`config.mk`:
```
export PLATFORM = sky130hd
export DESIGN_NAME = pipeline_ctrl_unit
export DESIGN_NICKNAME = d
export VERILOG_FILES = /design/src/rtl/pipeline_ctrl_pkg.sv /design/src/rtl/pipeline_ctrl_unit_decoder.sv /design/src/rtl/pipeline_ctrl_unit.sv
export SDC_FILE = /design/constraint.sdc
export NUM_CORES = 1
export LEC_CHECK = 0
export CAP_MARGIN = 20
export CORE_ASPECT_RATIO = 0.6
export CORE_UTILIZATION = 48
export CTS_CLUSTER_SIZE = 16
export DETAILED_ROUTE_END_ITERATION = 12
export PLACE_DENSITY = 0.85
export SETUP_SLACK_MARGIN = 0.2
export SLEW_MARGIN = 20
export SYNTH_ARGS = -nofsm -noshare
export SYNTH_HDL_FRONTEND = slang
export SYNTH_HIERARCHICAL = 1
export SYNTH_SLANG_ARGS = --single-unit
```
`constraint.sdc`:
```
create_clock -name i_clk -period 2.6 [get_ports i_clk]
set_clock_uncertainty 0.05 [all_clocks]
set_input_delay 0.52 -clock i_clk [delete_from_list [all_inputs] [get_ports i_clk]]
set_output_delay 0.52 -clock i_clk [all_outputs]
set_load 0.05 [all_outputs]
```
`src/rtl/pipeline_ctrl_pkg.sv`:
```
// Shared encodings for the pipelined MIPS control unit: opcode/funct values,
// ALU and access-size codes, FSM states and the per-stage control words.
package pipeline_ctrl_pkg;

  // Primary opcodes
  localparam logic [5:0] OP_RTYPE = 6'h00;
  localparam logic [5:0] OP_J     = 6'h02;
  localparam logic [5:0] OP_JAL   = 6'h03;
  localparam logic [5:0] OP_BEQ   = 6'h04;
  localparam logic [5:0] OP_BNE   = 6'h05;
  localparam logic [5:0] OP_ADDI  = 6'h08;
  localparam logic [5:0] OP_LH    = 6'h21;
  localparam logic [5:0] OP_LW    = 6'h23;
  localparam logic [5:0] OP_SW    = 6'h2B;

  // R-type funct codes (HALT is an R-type with funct 6'h3F)
  localparam logic [5:0] FN_SLL   = 6'h00;
  localparam logic [5:0] FN_JR    = 6'h08;
  localparam logic [5:0] FN_JALR  = 6'h09;
  localparam logic [5:0] FN_ADDU  = 6'h21;
  localparam logic [5:0] FN_HALT  = 6'h3F;

  localparam int ALU_OP_W = 3;
  localparam logic [ALU_OP_W-1:0] ALU_LSA    = 3'b000;
  localparam logic [ALU_OP_W-1:0] ALU_BRANCH = 3'b001;
  localparam logic [ALU_OP_W-1:0] ALU_RTYPE  = 3'b010;
  localparam logic [ALU_OP_W-1:0] ALU_ADDI   = 3'b011;

  localparam logic [1:0] BHW_NONE = 2'b00;
  localparam logic [1:0] BHW_HALF = 2'b01;
  localparam logic [1:0] BHW_WORD = 2'b11;

  typedef enum logic [1:0] {
    ST_RUN    = 2'd0,
    ST_DRAIN  = 2'd1,
    ST_HALTED = 2'd2
  } state_e;

  // Controls consumed in WB
  typedef struct packed {
    logic reg_write;
    logic mem_to_reg;
  } wb_ctrl_t;

  // Controls consumed in MEM plus everything still travelling to WB
  typedef struct packed {
    logic       mem_read;
    logic       mem_write;
    logic [1:0] bhw;
    wb_ctrl_t   wb;
  } mem_ctrl_t;

  // Controls consumed in EX plus everything still travelling downstream
  typedef struct packed {
    logic [ALU_OP_W-1:0] alu_op;
    logic                reg_dst;
    logic                alu_src;
    logic                jal_sel;
    mem_ctrl_t           mem;
  } ex_ctrl_t;

  // Full decode: ID-stage signals plus the word launched into EX
  typedef struct packed {
    logic     branch;
    logic     equal;
    logic     jump;
    logic     jump_sel;
    logic     bds_sel;
    ex_ctrl_t ex;
  } ctrl_word_t;

endpackage

```
`src/rtl/pipeline_ctrl_unit_decoder.sv`:
```
// Pure combinational opcode/funct decoder. Unknown encodings produce an
// all-zero word, which downstream is indistinguishable from a bubble.
module ctrl_decoder
  import pipeline_ctrl_pkg::*;
#(
  parameter int OPCODE_SZ = 6,
  parameter int FUNCT_SZ  = 6
) (
  input  logic [OPCODE_SZ-1:0] op_i,
  input  logic [FUNCT_SZ-1:0]  funct_i,
  output ctrl_word_t           ctrl_o,
  output logic                 is_halt_o
);

  // Table decode of the instruction into its full control word
  always_comb begin
    // NOTE: every output gets a default first so no path leaves it unassigned (no latch).
    ctrl_o    = '0;
    is_halt_o = 1'b0;
    case (op_i)
      OPCODE_SZ'(OP_RTYPE): begin
        if (funct_i == FUNCT_SZ'(FN_HALT)) begin
          is_halt_o = 1'b1;
        end else begin
          ctrl_o.ex.reg_dst          = 1'b1;
          ctrl_o.ex.alu_op           = ALU_RTYPE;
          ctrl_o.ex.mem.wb.reg_write = (funct_i != FUNCT_SZ'(FN_JR));
          if (funct_i == FUNCT_SZ'(FN_JR) || funct_i == FUNCT_SZ'(FN_JALR)) begin
            ctrl_o.jump     = 1'b1;
            ctrl_o.jump_sel = 1'b1;
            ctrl_o.bds_sel  = 1'b1;
          end
        end
      end
      OPCODE_SZ'(OP_LW), OPCODE_SZ'(OP_LH): begin
        ctrl_o.ex.alu_src           = 1'b1;
        ctrl_o.ex.alu_op            = ALU_LSA;
        ctrl_o.ex.mem.mem_read      = 1'b1;
        ctrl_o.ex.mem.bhw           = (op_i == OPCODE_SZ'(OP_LW)) ? BHW_WORD : BHW_HALF;
        ctrl_o.ex.mem.wb.mem_to_reg = 1'b1;
        ctrl_o.ex.mem.wb.reg_write  = 1'b1;
      end
      OPCODE_SZ'(OP_SW): begin
        ctrl_o.ex.alu_src       = 1'b1;
        ctrl_o.ex.alu_op        = ALU_LSA;
        ctrl_o.ex.mem.mem_write = 1'b1;
        ctrl_o.ex.mem.bhw       = BHW_WORD;
      end
      OPCODE_SZ'(OP_ADDI): begin
        ctrl_o.ex.alu_src          = 1'b1;
        ctrl_o.ex.alu_op           = ALU_ADDI;
        ctrl_o.ex.mem.wb.reg_write = 1'b1;
      end
      OPCODE_SZ'(OP_BEQ), OPCODE_SZ'(OP_BNE): begin
        ctrl_o.branch    = 1'b1;
        ctrl_o.equal     = (op_i == OPCODE_SZ'(OP_BEQ));
        ctrl_o.bds_sel   = 1'b1;
        ctrl_o.ex.alu_op = ALU_BRANCH;
      end
      OPCODE_SZ'(OP_J), OPCODE_SZ'(OP_JAL): begin
        ctrl_o.jump    = 1'b1;
        ctrl_o.bds_sel = 1'b1;
        if (op_i == OPCODE_SZ'(OP_JAL)) begin
          ctrl_o.ex.jal_sel          = 1'b1;
          ctrl_o.ex.mem.wb.reg_write = 1'b1;
        end
      end
      default: ;
    endcase
  end

endmodule

```
`src/rtl/pipeline_ctrl_unit.sv`:
```
// Pipelined control unit: decodes ID, carries the control word through the
// EX/MEM/WB stage registers, inserts bubbles for stall/flush and owns the
// HALT drain FSM and single-step gating.
module pipeline_ctrl_unit
  import pipeline_ctrl_pkg::*;
#(
  parameter int OPCODE_SZ    = 6,
  parameter int FUNCT_SZ     = 6,
  parameter int ALU_OP_SZ    = 3,
  parameter int DRAIN_CYCLES = 3
) (
  input  logic                 i_clk,
  input  logic                 i_reset,
  input  logic [OPCODE_SZ-1:0] i_instr_op_D,
  input  logic [FUNCT_SZ-1:0]  i_instr_funct_D,
  input  logic                 i_valid_D,
  input  logic                 i_stall,
  input  logic                 i_flush_D,
  input  logic                 i_step_mode,
  input  logic                 i_step,
  output logic                 o_branch_D,
  output logic                 o_equal_D,
  output logic                 o_jump_D,
  output logic                 o_jump_sel_D,
  output logic                 o_bds_sel_D,
  output logic [ALU_OP_SZ-1:0] o_alu_op_E,
  output logic                 o_reg_dst_E,
  output logic                 o_alu_src_E,
  output logic                 o_jal_sel_E,
  output logic                 o_mem_read_M,
  output logic                 o_mem_write_M,
  output logic [1:0]           o_bhw_M,
  output logic                 o_reg_write_W,
  output logic                 o_mem_to_reg_W,
  output logic                 o_pc_write,
  output logic                 o_draining,
  output logic                 o_halted
);

  localparam int CNT_W = (DRAIN_CYCLES > 1) ? $clog2(DRAIN_CYCLES) : 1;

  ctrl_word_t dec;
  logic       is_halt;
  logic       adv;
  logic       bubble_d;
  logic       halt_go;
  ex_ctrl_t   ex_d;
  ex_ctrl_t   ex_q;
  mem_ctrl_t  mem_q;
  wb_ctrl_t   wb_q;
  state_e     state_q;
  logic [CNT_W-1:0] cnt_q;

  ctrl_decoder #(
    .OPCODE_SZ (OPCODE_SZ),
    .FUNCT_SZ  (FUNCT_SZ)
  ) u_decoder (
    .op_i      (i_instr_op_D),
    .funct_i   (i_instr_funct_D),
    .ctrl_o    (dec),
    .is_halt_o (is_halt)
  );

  assign adv = ~i_step_mode | i_step;

  // Bubble selection for the word launched into EX; flush and stall both
  // collapse to the same all-zero word, so their priority is moot
  always_comb begin
    bubble_d = ~i_valid_D | i_stall | i_flush_D | (state_q != ST_RUN) | is_halt;
    ex_d     = bubble_d ? '0 : dec.ex;
    halt_go  = adv & i_valid_D & ~i_stall & ~i_flush_D & is_halt & (state_q == ST_RUN);
  end

  // ID-stage decode is only visible for an instruction that will really issue
  assign o_branch_D   = dec.branch   & ~bubble_d;
  assign o_equal_D    = dec.equal    & ~bubble_d;
  assign o_jump_D     = dec.jump     & ~bubble_d;
  assign o_jump_sel_D = dec.jump_sel & ~bubble_d;
  assign o_bds_sel_D  = dec.bds_sel  & ~bubble_d;

  // Fetch freezes on stall, outside RUN, and already on the cycle HALT issues
  // so nothing behind it is fetched
  assign o_pc_write = ~i_reset & adv & ~i_stall & (state_q == ST_RUN) & ~halt_go;

  // Stage registers: shift on every advancing cycle, hold otherwise
  always_ff @(posedge i_clk) begin
    // NOTE: sequential state uses non-blocking assignments so all stages update together.
    if (i_reset) begin
      ex_q  <= '0;
      mem_q <= '0;
      wb_q  <= '0;
    end else if (adv) begin
      ex_q  <= ex_d;
      mem_q <= ex_q.mem;
      wb_q  <= mem_q.wb;
    end
  end

  // HALT drain FSM: RUN -> DRAIN for DRAIN_CYCLES advancing cycles -> HALTED
  always_ff @(posedge i_clk) begin
    if (i_reset) begin
      state_q <= ST_RUN;
      cnt_q   <= '0;
    end else if (adv) begin
      case (state_q)
        ST_RUN: begin
          if (halt_go) begin
            state_q <= ST_DRAIN;
            cnt_q   <= CNT_W'(DRAIN_CYCLES - 1);
          end
        end
        ST_DRAIN: begin
          if (cnt_q == '0) state_q <= ST_HALTED;
          else             cnt_q   <= cnt_q - CNT_W'(1);
        end
        default: state_q <= ST_HALTED;
      endcase
    end
  end

  assign o_draining = (state_q == ST_DRAIN);
  assign o_halted   = (state_q == ST_HALTED);

  assign o_alu_op_E     = ALU_OP_SZ'(ex_q.alu_op);
  assign o_reg_dst_E    = ex_q.reg_dst;
  assign o_alu_src_E    = ex_q.alu_src;
  assign o_jal_sel_E    = ex_q.jal_sel;
  assign o_mem_read_M   = mem_q.mem_read;
  assign o_mem_write_M  = mem_q.mem_write;
  assign o_bhw_M        = mem_q.bhw;
  assign o_reg_write_W  = wb_q.reg_write;
  assign o_mem_to_reg_W = wb_q.mem_to_reg;

endmodule

```
==> out/results.txt, run 1 <==
clock buffer count from CTS: 3
failing checks: setup timing
worst slew pin tran: 0.498 ns
Setup Viol. Count Final: 1
synthesized area divided by synthesized cell count: 7.99 µm²
Static Leak: 0.747 nW
clk sinks: 24
clock period minus final worst setup slack: 2.62 ns
effective utilization at floorplan: 50.6%
power density normalized to cell area: 396 nW/µm²
DP HPWL: 2270 µm
setup ws final: -0.0204 ns
relative area change from synthesis to final layout: 39.0%
CP delay by family, top: simple AND/OR/NAND/NOR gates
ordered cell list for the critical path: buf_6, or4b_4, or3_4, a211oi_2, and3_4, buf_12
RSZ-0062 raised after global routing: true
top-level I/O count: 39
deepest clock path buffer count: 2
y dimension of the die: 44.7 µm
worst slew slack as a fraction of its limit: 66.7%
internal power of the cells: 625 µW
vias in the first global route: 1189
Core ar.: 2890 µm²
capturing element type of the critical path: output port
Finished Core Util: 70.3%
CTS tree: built
final std cells w/o fill: 263
Final Hold Fails: 0
net count after synthesis: 203
H-tree Lvls: 1
largest net degree at the start of global routing: 25
flop and latch count out of synthesis: 24
Final Max Slew Viols: 0
class of the tightest hold or removal check: reg2reg
count of distinct cell types in the synthesized netlist: 44
nets: 242
Cells after Synth: 183
Filler cells: 236
max frequency: 382 MHz
biggest fanout along the worst timing path: 3
max-cap violation count: 0
Main synth FF type: sky130_fd_sc_hd__dfxtp_1
Pwr Total: 804 µW
Post-synth ARST share: 0%
wire length of the first global-routing pass: 5450 µm
number of cell rows: 15
Cell Area, Synth: 1460 µm²
# DRC: 0
sw power: 179 µW
Pre-antenna DRT Iters: 4
number of buffers added to fix hold violations after cts: 0
register area share after synthesis: 32.9%
Port Buffer Count: 38
Die ar.: 3280 µm²
number of flops mapped to enable cells by yosys: 0
worst IR drop on VDD: 0.242 mV
Critical Path Start Type: input port
final antenna-violating net count: 0
grt total ovfl: 0
via count of the routed design: 1410
max incr delay on CP: 0.54 ns
share of cells above drive strength 1: 24.0%
Routed WL: 3370 µm
part of the power in combinational logic: 13.9%
area of all placed cells without fillers: 2030 µm²
Placed Area: 1930 µm²
root buf cell: sky130_fd_sc_hd__clkbuf_8
clk slew on worst S/H paths: 0.08 ns
fraction of power spent switching nets: 22.3%
Yosys warning total: 6
clock latency on the worst-skew pair: 0.26 ns
placer's final routability congestion estimate: 0.849
data arrival time at the worst-slack endpoint: 2.05 ns
critical path buffer and inverter count: 2
result of the run: finished, violations left
sequential power share: 45.8%
required time of the critical path: 2.03 ns
classification of the worst setup path: in2out
total instance count after detailed placement: 257
cell type of the slowest stage on the worst timing path: sky130_fd_sc_hd__or4b_4
Initial DRC Count: 97
routed vias/inst: 5.36
gr usage total: 21.8%
antenna cell count: 0
routed wirelength normalized by instance count: 12.8 µm
power share of the clock group: 40.3%
Die W: 73.2 µm
initial antenna violation count: 0
share of the clock period used by the worst path: 101%
-- sequential cells by signal, indices dropped and copies added (netlist names) --
| register | count |
|---|---|
| mem_q | 2 |
| o_mem_to_reg_W | 1 |
| cnt_q | 2 |
| o_mem_write_M | 1 |
| o_bhw_M | 2 |
| ex_q | 6 |
| o_mem_read_M | 1 |
| o_jal_sel_E | 1 |
| o_reg_write_W | 1 |
| o_alu_op_E | 3 |
| o_reg_dst_E | 1 |
| state_q | 2 |
| o_alu_src_E | 1 |
-- cell families (layout without fill, tap and decap cells) --
| kind of cell | count (synthesis) | in the layout | share of synthesized area, % |
|---|---|---|---|
| and+or+nand+nor | 91 | 91 | 35.6 |
| AOI/OAI and AO/OA | 39 | 39 | 16.5 |
| buffers and inverters | 26 | 64 | 13.2 |
| DFF | 24 | 24 | 32.9 |
| adders and majority gates | 1 | 1 | 0.856 |
| other | 1 | 1 | 0.257 |
| muxes | 1 | 1 | 0.685 |
-- path summary, 6_finish.rpt --
check,start,depth (start not counted),slack [ns],end
min,o_jal_sel_E,2,0.40,o_jal_sel_E
max reg2reg,cnt_q[0],5,1.00,cnt_q[0]
min reg2reg,o_jal_sel_E,2,0.40,o_jal_sel_E
max,i_instr_funct_D[5],6,-0.02,o_jump_D
-- metrics by stage --
step | hold WS (ns) | setup WS [ns] | setup TNS, ns
2_1_floorplan | 0.379 | 0.176 | 0
3_3_place_gp | 0.388 | -0.332 | -1.03
3_5_place_dp | 0.396 | -0.342 | -1.14
4_1_cts | 0.407 | -0.101 | -0.101
5_1_grt | 0.429 | -0.0574 | -0.0574
6_report | 0.403 | -0.0204 | -0.0204
-- final cells by class --
type                            count  area (µm²)  area share [%]
Inverter                            4        15.0           0.739
Clock inverter                      1        30.0            1.48
Sequential cell                    24         480            23.7
Timing Repair Buffer               56         551            27.1
Tap cell                           42        52.6            2.59
Multi-Input combinational cell    133         861            42.4
Clock buffer                        3        41.3            2.03
-- worst register-to-register path, stage by stage, from the launching register on --
cell                      delay [ns]
sky130_fd_sc_hd__dfxtp_1        0.39
sky130_fd_sc_hd__inv_1          0.07
sky130_fd_sc_hd__ha_1           0.25
sky130_fd_sc_hd__or3b_1         0.36
sky130_fd_sc_hd__o31a_1         0.24
sky130_fd_sc_hd__a31oi_1        0.17
-- per-layer routing --
metal / global-route usage, % / vias to the layer above / share of wire (%)
met1: 30.2 / 650 / 49
met5: 0 / - / 0
li1: - / 717 / -
met4: 2.35 / 0 / 0.18
met2: 36.3 / 41 / 47
met3: 4.69 / 2 / 4.2
-- power groups by stage --
stage / clock network [mW] / registers (mW) / logic, mW
4_1_cts: 0.332 / 0.368 / 0.106
3_5_place_dp: 0 / 0.377 / 0.109
6_report: 0.324 / 0.368 / 0.112
2_1_floorplan: 0 / 0.377 / 0.0587
5_1_grt: 0.343 / 0.368 / 0.121
3_3_place_gp: 0 / 0.377 / 0.108
-- cell usage after synthesis, drive strengths merged, types with 2 or more instances --
library cell   n  area, µm²
a21o           2       15.0
a21oi         23        115
a31oi          2       12.5
and2           3       18.8
and3           5       37.5
buf           11       80.1
clkbuf        10       87.6
dfxtp         24        480
inv            4       15.0
nand2         34        128
nand2b         2       12.5
nand3          3       15.0
nand4         12       75.1
nor2          10       53.8
nor2b          3       18.8
nor3           4       20.0
nor4           3       18.8
o21ai          5       25.0
or3            4       30.0
or4b           2       23.8
-- timing repair --
action / CTS / global route
endpoints found under the setup margin: 8 / 6
gates resized for setup: 33 / 9
pin swaps: 9 / 9
buffers inserted: 2 / 0
-- layout by cell type (no fill, tap or decap), drive strengths merged, types with 4 or more instances in the layout --
cell type	count
nand2	34
buf	28
dfxtp	24
a21oi	23
clkdlybuf4s50	17
nand4	12
nor2	10
dlygate4sd2	6
and3	5
o21ai	5
clkbuf	5
inv	4
or3	4
nor3	4
Note: power is estimated with default switching activity, not from simulation.
==> run 2: changes to the inputs <==
--- a/config.mk
+++ b/config.mk
@@ -7,6 +7,7 @@
 export LEC_CHECK = 0
 export CAP_MARGIN = 20
 export CORE_ASPECT_RATIO = 0.6
+export CORE_MARGIN = 2
 export CORE_UTILIZATION = 48
 export CTS_CLUSTER_SIZE = 16
 export DETAILED_ROUTE_END_ITERATION = 12
==> run 2 against run 1 <==
Net effect:
- the flow still finishes with violations (setup timing)
- maximum frequency increased by 0.15%
- power increased by 0.65%
- non-clock buffer count increased by 3
- critical path depth unchanged
- die area increased by 7.3%
- utilization increased by 0.82 points
- combinational power about the same
- via count increased by 0.28%
- cell area increased by 1.2%
- critical endpoint unchanged
- largest power group unchanged
==> out/results.txt, run 2 (synthesis results as in run 1) <==
number of cell rows: 15
via count of the routed design: 1414
clock buffer count from CTS: 3
wire length of the first global-routing pass: 5870 µm
clock latency on the worst-skew pair: 0.27 ns
capturing element type of the critical path: output port
number of buffers added to fix hold violations after cts: 0
share of the clock period used by the worst path: 101%
Critical Path Start Type: input port
max FFs per register: 6
result of the run: finished, violations left
pre-CTS WS: -0.367 ns
grt total ovfl: 0
class of the tightest hold or removal check: reg2reg
routed wirelength normalized by instance count: 13.7 µm
data arrival time at the worst-slack endpoint: 2.05 ns
vias in the first global route: 1321
setup ws final: -0.0164 ns
Initial DRC Count: 143
effective utilization at floorplan: 50.6%
combined area of the multi-input logic cells: 853 µm²
H-tree Lvls: 1
placer's final routability congestion estimate: 0.852
most frequent standard cell in the layout excluding fill and tap cells: sky130_fd_sc_hd__nand2_1
gr usage total: 22.0%
Die W: 75.2 µm
Post-Route Setup TNS: -0.0164 ns
worst IR drop on VDD: 0.251 mV
Port Buffer Count: 38
power density normalized to cell area: 394 nW/µm²
DP HPWL: 2550 µm
worst slew pin tran: 0.664 ns
clk sinks: 24
Core ar.: 2890 µm²
biggest fanout along the worst timing path: 3
Final Max Slew Viols: 0
Static Leak: 0.758 nW
classification of the worst setup path: in2out
register with the most flip-flops: ex_q
startpoint of the lowest-slack hold path: o_alu_op_E[0]
Pwr Total: 809 µW
final antenna-violating net count: 0
top library cells by usage in the layout, fill and taps aside: sky130_fd_sc_hd__nand2_1, sky130_fd_sc_hd__dfxtp_1, sky130_fd_sc_hd__a21oi_1
relative area change from synthesis to final layout: 40.6%
R2R setup slack: 0.98 ns
Routed WL: 3650 µm
share of cells above drive strength 1: 23.7%
initial antenna violation count: 0
nets: 245
# DRC: 0
Post-Route Hold Slack: 0.404 ns
CTS tree: built
Pre-antenna DRT Iters: 4
max-cap violation count: 0
RSZ-0062 raised after global routing: true
worst slew slack as a fraction of its limit: 55.6%
Die ar.: 3520 µm²
clk slew on worst S/H paths: 0.08 ns
Filler cells: 238
Final Hold Fails: 0
deepest clock path buffer count: 2
largest net degree at the start of global routing: 25
Worst Hold Path EP: o_alu_op_E[0]
critical register-to-register path endpoint: cnt_q[0]
logic depth of the worst register-to-register path: 5
area of all sequential standard cells: 480 µm²
Finished Core Util: 71.1%
reg-to-reg startpoint: cnt_q[0]
cell depth of the worst hold path: 2
routed vias/inst: 5.32
failing checks: setup timing
Setup Viol. Count Final: 1
max frequency: 382 MHz
y dimension of the die: 46.7 µm
clock period minus final worst setup slack: 2.62 ns
required time of the critical path: 2.03 ns
root buf cell: sky130_fd_sc_hd__clkbuf_8
antenna cell count: 0
top-level I/O count: 39
-- run 2: what timing repair did --
action | in CTS | in global routing
buffers inserted | 4 | 1
gates cloned | 0 | 0
pin swaps | 7 | 8
gates resized for setup | 28 | 5
endpoints found under the setup margin | 7 | 6
-- run 2: worst max-delay path by stage --
stage                                  start       end  slack [ns]  cells after the start
after floorplan           i_instr_funct_D[2]  o_jump_D        0.18                      4
after global placement    i_instr_funct_D[2]  o_jump_D       -0.33                      6
after detailed placement  i_instr_funct_D[5]  o_jump_D       -0.37                      6
after CTS                 i_instr_funct_D[2]  o_jump_D       -0.11                      6
after global routing      i_instr_funct_D[4]  o_jump_D       -0.06                      6
final                     i_instr_funct_D[4]  o_jump_D       -0.02                      6
-- run 2: power by group --
group	internal (mW)	switching, mW
registers	0.368	0.000376
logic	0.0521	0.0611
clock network	0.206	0.122
total	0.626	0.183
-- run 2: per-layer routing --
| metal | global-route usage [%] | vias up | wire length (µm) |
|---|---|---|---|
| met2 | 38.8 | 53 | 1690 |
| met1 | 27.7 | 640 | 1710 |
| met3 | 5.36 | 6 | 215 |
| met4 | 5.96 | 0 | 31 |
| li1 | - | 715 | - |
| met5 | 0 | - | 0 |
-- run 2: area by class of cell --
class	count	area share, %
Clock inverter	1	1.46
Timing Repair Buffer	59	28.3
Tap cell	42	2.56
Inverter	4	0.731
Multi-Input combinational cell	133	41.5
Sequential cell	24	23.4
Clock buffer	3	2.01
-- run 2: metrics by stage --
step / instances / instance area, µm²
3_5_place_dp: 257 / 1930
2_1_floorplan: 183 / 1500
3_3_place_gp: 257 / 1930
5_1_grt: 266 / 2050
4_1_cts: 265 / 2020
6_report: 266 / 2050
-- run 2: worst max-delay path, cell delays in order --
cell and delay [ns]:
sky130_fd_sc_hd__buf_6 0.09, sky130_fd_sc_hd__or4b_4 0.54, sky130_fd_sc_hd__or3_4 0.37, sky130_fd_sc_hd__a211oi_2 0.19
sky130_fd_sc_hd__and3_4 0.21, sky130_fd_sc_hd__buf_12 0.13
==> run 3: changes to the inputs <==
--- a/config.mk
+++ b/config.mk
@@ -8,10 +8,10 @@
 export CAP_MARGIN = 20
 export CORE_ASPECT_RATIO = 0.6
 export CORE_MARGIN = 2
-export CORE_UTILIZATION = 48
+export CORE_UTILIZATION = 43
 export CTS_CLUSTER_SIZE = 16
 export DETAILED_ROUTE_END_ITERATION = 12
-export PLACE_DENSITY = 0.85
+export PLACE_DENSITY = 0.81
 export SETUP_SLACK_MARGIN = 0.2
 export SLEW_MARGIN = 20
 export SYNTH_ARGS = -nofsm -noshare
==> constraint.sdc (replaced) <==
create_clock -name i_clk -period 2.15 [get_ports i_clk]
set_clock_uncertainty 0.05 [all_clocks]
set_input_delay 0.43 -clock i_clk [delete_from_list [all_inputs] [get_ports i_clk]]
set_output_delay 0.43 -clock i_clk [all_outputs]
set_load 0.05 [all_outputs]
==> run 3 against run 2 <==
Net effect:
- the run still ends with setup timing left
- worst hold slack got worse by 0.00085 ns
- setup slack got worse by 0.26 ns
- flip-flop and latch count unchanged
- global-route usage decreased by 2.5 points
- sequential share of layout area decreased by 0.65 points
- routed wire length decreased by 3.0%
- power increased by 22%
- non-clock buffer count increased by 5
- critical endpoint unchanged
==> out/results.txt, run 3 (synthesis results as in run 1) <==
max frequency: 412 MHz
final antenna-violating net count: 0
top library cells by usage in the layout, fill and taps aside: sky130_fd_sc_hd__nand2_1, sky130_fd_sc_hd__dfxtp_1, sky130_fd_sc_hd__buf_4
global routing usage on met2: 30.2%
max-cap violation count: 0
Filler cells: 285
root buf cell: sky130_fd_sc_hd__clkbuf_8
via count of the routed design: 1443
clock latency on the worst-skew pair: 0.27 ns
cell type of the slowest stage on the worst timing path: sky130_fd_sc_hd__or4b_4
wire length of the first global-routing pass: 6060 µm
pre-CTS WS: -0.608 ns
routed wirelength normalized by instance count: 12.9 µm
y dimension of the die: 49.2 µm
number of buffers added to fix hold violations after cts: 0
data arrival time at the worst-slack endpoint: 1.95 ns
class of the tightest hold or removal check: reg2reg
biggest fanout along the worst timing path: 3
Critical Path Start Type: input port
Die W: 79.3 µm
busiest grt layer: met2
vias in the first global route: 1350
DP HPWL: 2600 µm
most frequent standard cell in the layout excluding fill and tap cells: sky130_fd_sc_hd__nand2_1
gr usage total: 19.5%
required time of the critical path: 1.67 ns
Port Buffer Count: 38
global-route track usage on met3: 5.93%
ordered cell list for the critical path: buf_6, or4b_4, or3_4, a211oi_2, and3_4, buf_12
failing checks: setup timing
CTS tree: built
top-level I/O count: 39
met1 track demand over resource: 27.2%
share of the clock period used by the worst path: 113%
Pre-antenna DRT Iters: 4
antenna cell count: 0
clk slew on worst S/H paths: 0.09 ns
area of all placed cells without fillers: 2110 µm²
worst IR drop on VDD: 0.301 mV
# DRC: 0
share of cells above drive strength 1: 29.7%
placer's final routability congestion estimate: 0.904
Die ar.: 3900 µm²
Placed Area: 2000 µm²
Setup Viol. Count Final: 2
deepest clock path buffer count: 2
result of the run: finished, violations left
clk sinks: 24
routed vias/inst: 5.27
final std cells w/o fill: 274
power density normalized to cell area: 467 nW/µm²
grt total ovfl: 0
Final Max Slew Viols: 0
Initial DRC Count: 98
nets: 250
clock period minus final worst setup slack: 2.43 ns
number of cell rows: 16
H-tree Lvls: 1
register with the most flip-flops: ex_q
initial antenna violation count: 0
worst slew slack as a fraction of its limit: 65.4%
Finished Core Util: 65.2%
total instance count after detailed placement: 264
effective utilization at floorplan: 45.1%
Post-Route Setup TNS: -0.512 ns
setup ws final: -0.279 ns
RSZ-0062 raised after global routing: true
clock buffer count from CTS: 3
Static Leak: 0.806 nW
relative area change from synthesis to final layout: 44.6%
Routed WL: 3540 µm
Pwr Total: 986 µW
largest net degree at the start of global routing: 25
max incr delay on CP: 0.54 ns
Post-Route Hold Slack: 0.403 ns
max FFs per register: 6
classification of the worst setup path: in2out
Core ar.: 3240 µm²
worst slew pin tran: 0.517 ns
capturing element type of the critical path: output port
Final Hold Fails: 0
-- run 3: cell types whose count changed in the layout (fill, tap and decap cells not counted), sizes merged --
cell / previous run / this run
buf: 31 / 43
clkbuf: 3 / 4
clkdlybuf4s15: 0 / 1
clkdlybuf4s50: 18 / 14
dlygate4sd2: 10 / 4
dlymetal6s2s: 0 / 1
-- run 3: power by group --
part | leakage, nW | total [mW] | internal, mW | switching (mW)
clock network | 0.0357 | 0.399 | 0.249 | 0.150
logic | 0.577 | 0.142 | 0.0664 | 0.0758
registers | 0.193 | 0.445 | 0.445 | 0.000467
-- run 3: what timing repair did --
| item | CTS | global route |
|---|---|---|
| endpoints found under the setup margin | 9 | 7 |
| pin swaps | 9 | 5 |
| gates resized for setup | 46 | 9 |
| setup buffers | 5 | 1 |
-- run 3: worst max-delay path, delay by kind of cell --
family	cells	cell delay [ns]
buffers and inverters	2	0.22
AOI/OAI and AO/OA	1	0.19
and+or+nand+nor	3	1.11
-- run 3: final timing paths --
check                                   startpoint         end  slack (ns)  cells past startpoint
worst max-delay path            i_instr_funct_D[4]    o_jump_D       -0.28                      6
worst min-delay path                    o_bhw_M[1]  o_bhw_M[1]        0.40                      2
worst max register to register            cnt_q[0]    cnt_q[0]        0.61                      5
worst min register to register          o_bhw_M[1]  o_bhw_M[1]        0.40                      2
-- run 3: area by class of cell --
class	count	area, µm²	area share, %
Clock buffer	3	41.3	1.95
Tap cell	45	56.3	2.66
Sequential cell	24	480	22.7
Multi-Input combinational cell	133	867	41.0
Clock inverter	1	30.0	1.42
Inverter	4	15.0	0.710
Timing Repair Buffer	64	623	29.5
-- run 3: routing by layer --
metal / up-vias / part of all wire, % / wire length, µm
met5: - / 0 / 0
met4: 0 / 0.34 / 12
met3: 2 / 6.0 / 212
met2: 40 / 45 / 1600
met1: 665 / 48 / 1710
li1: 736 / - / -
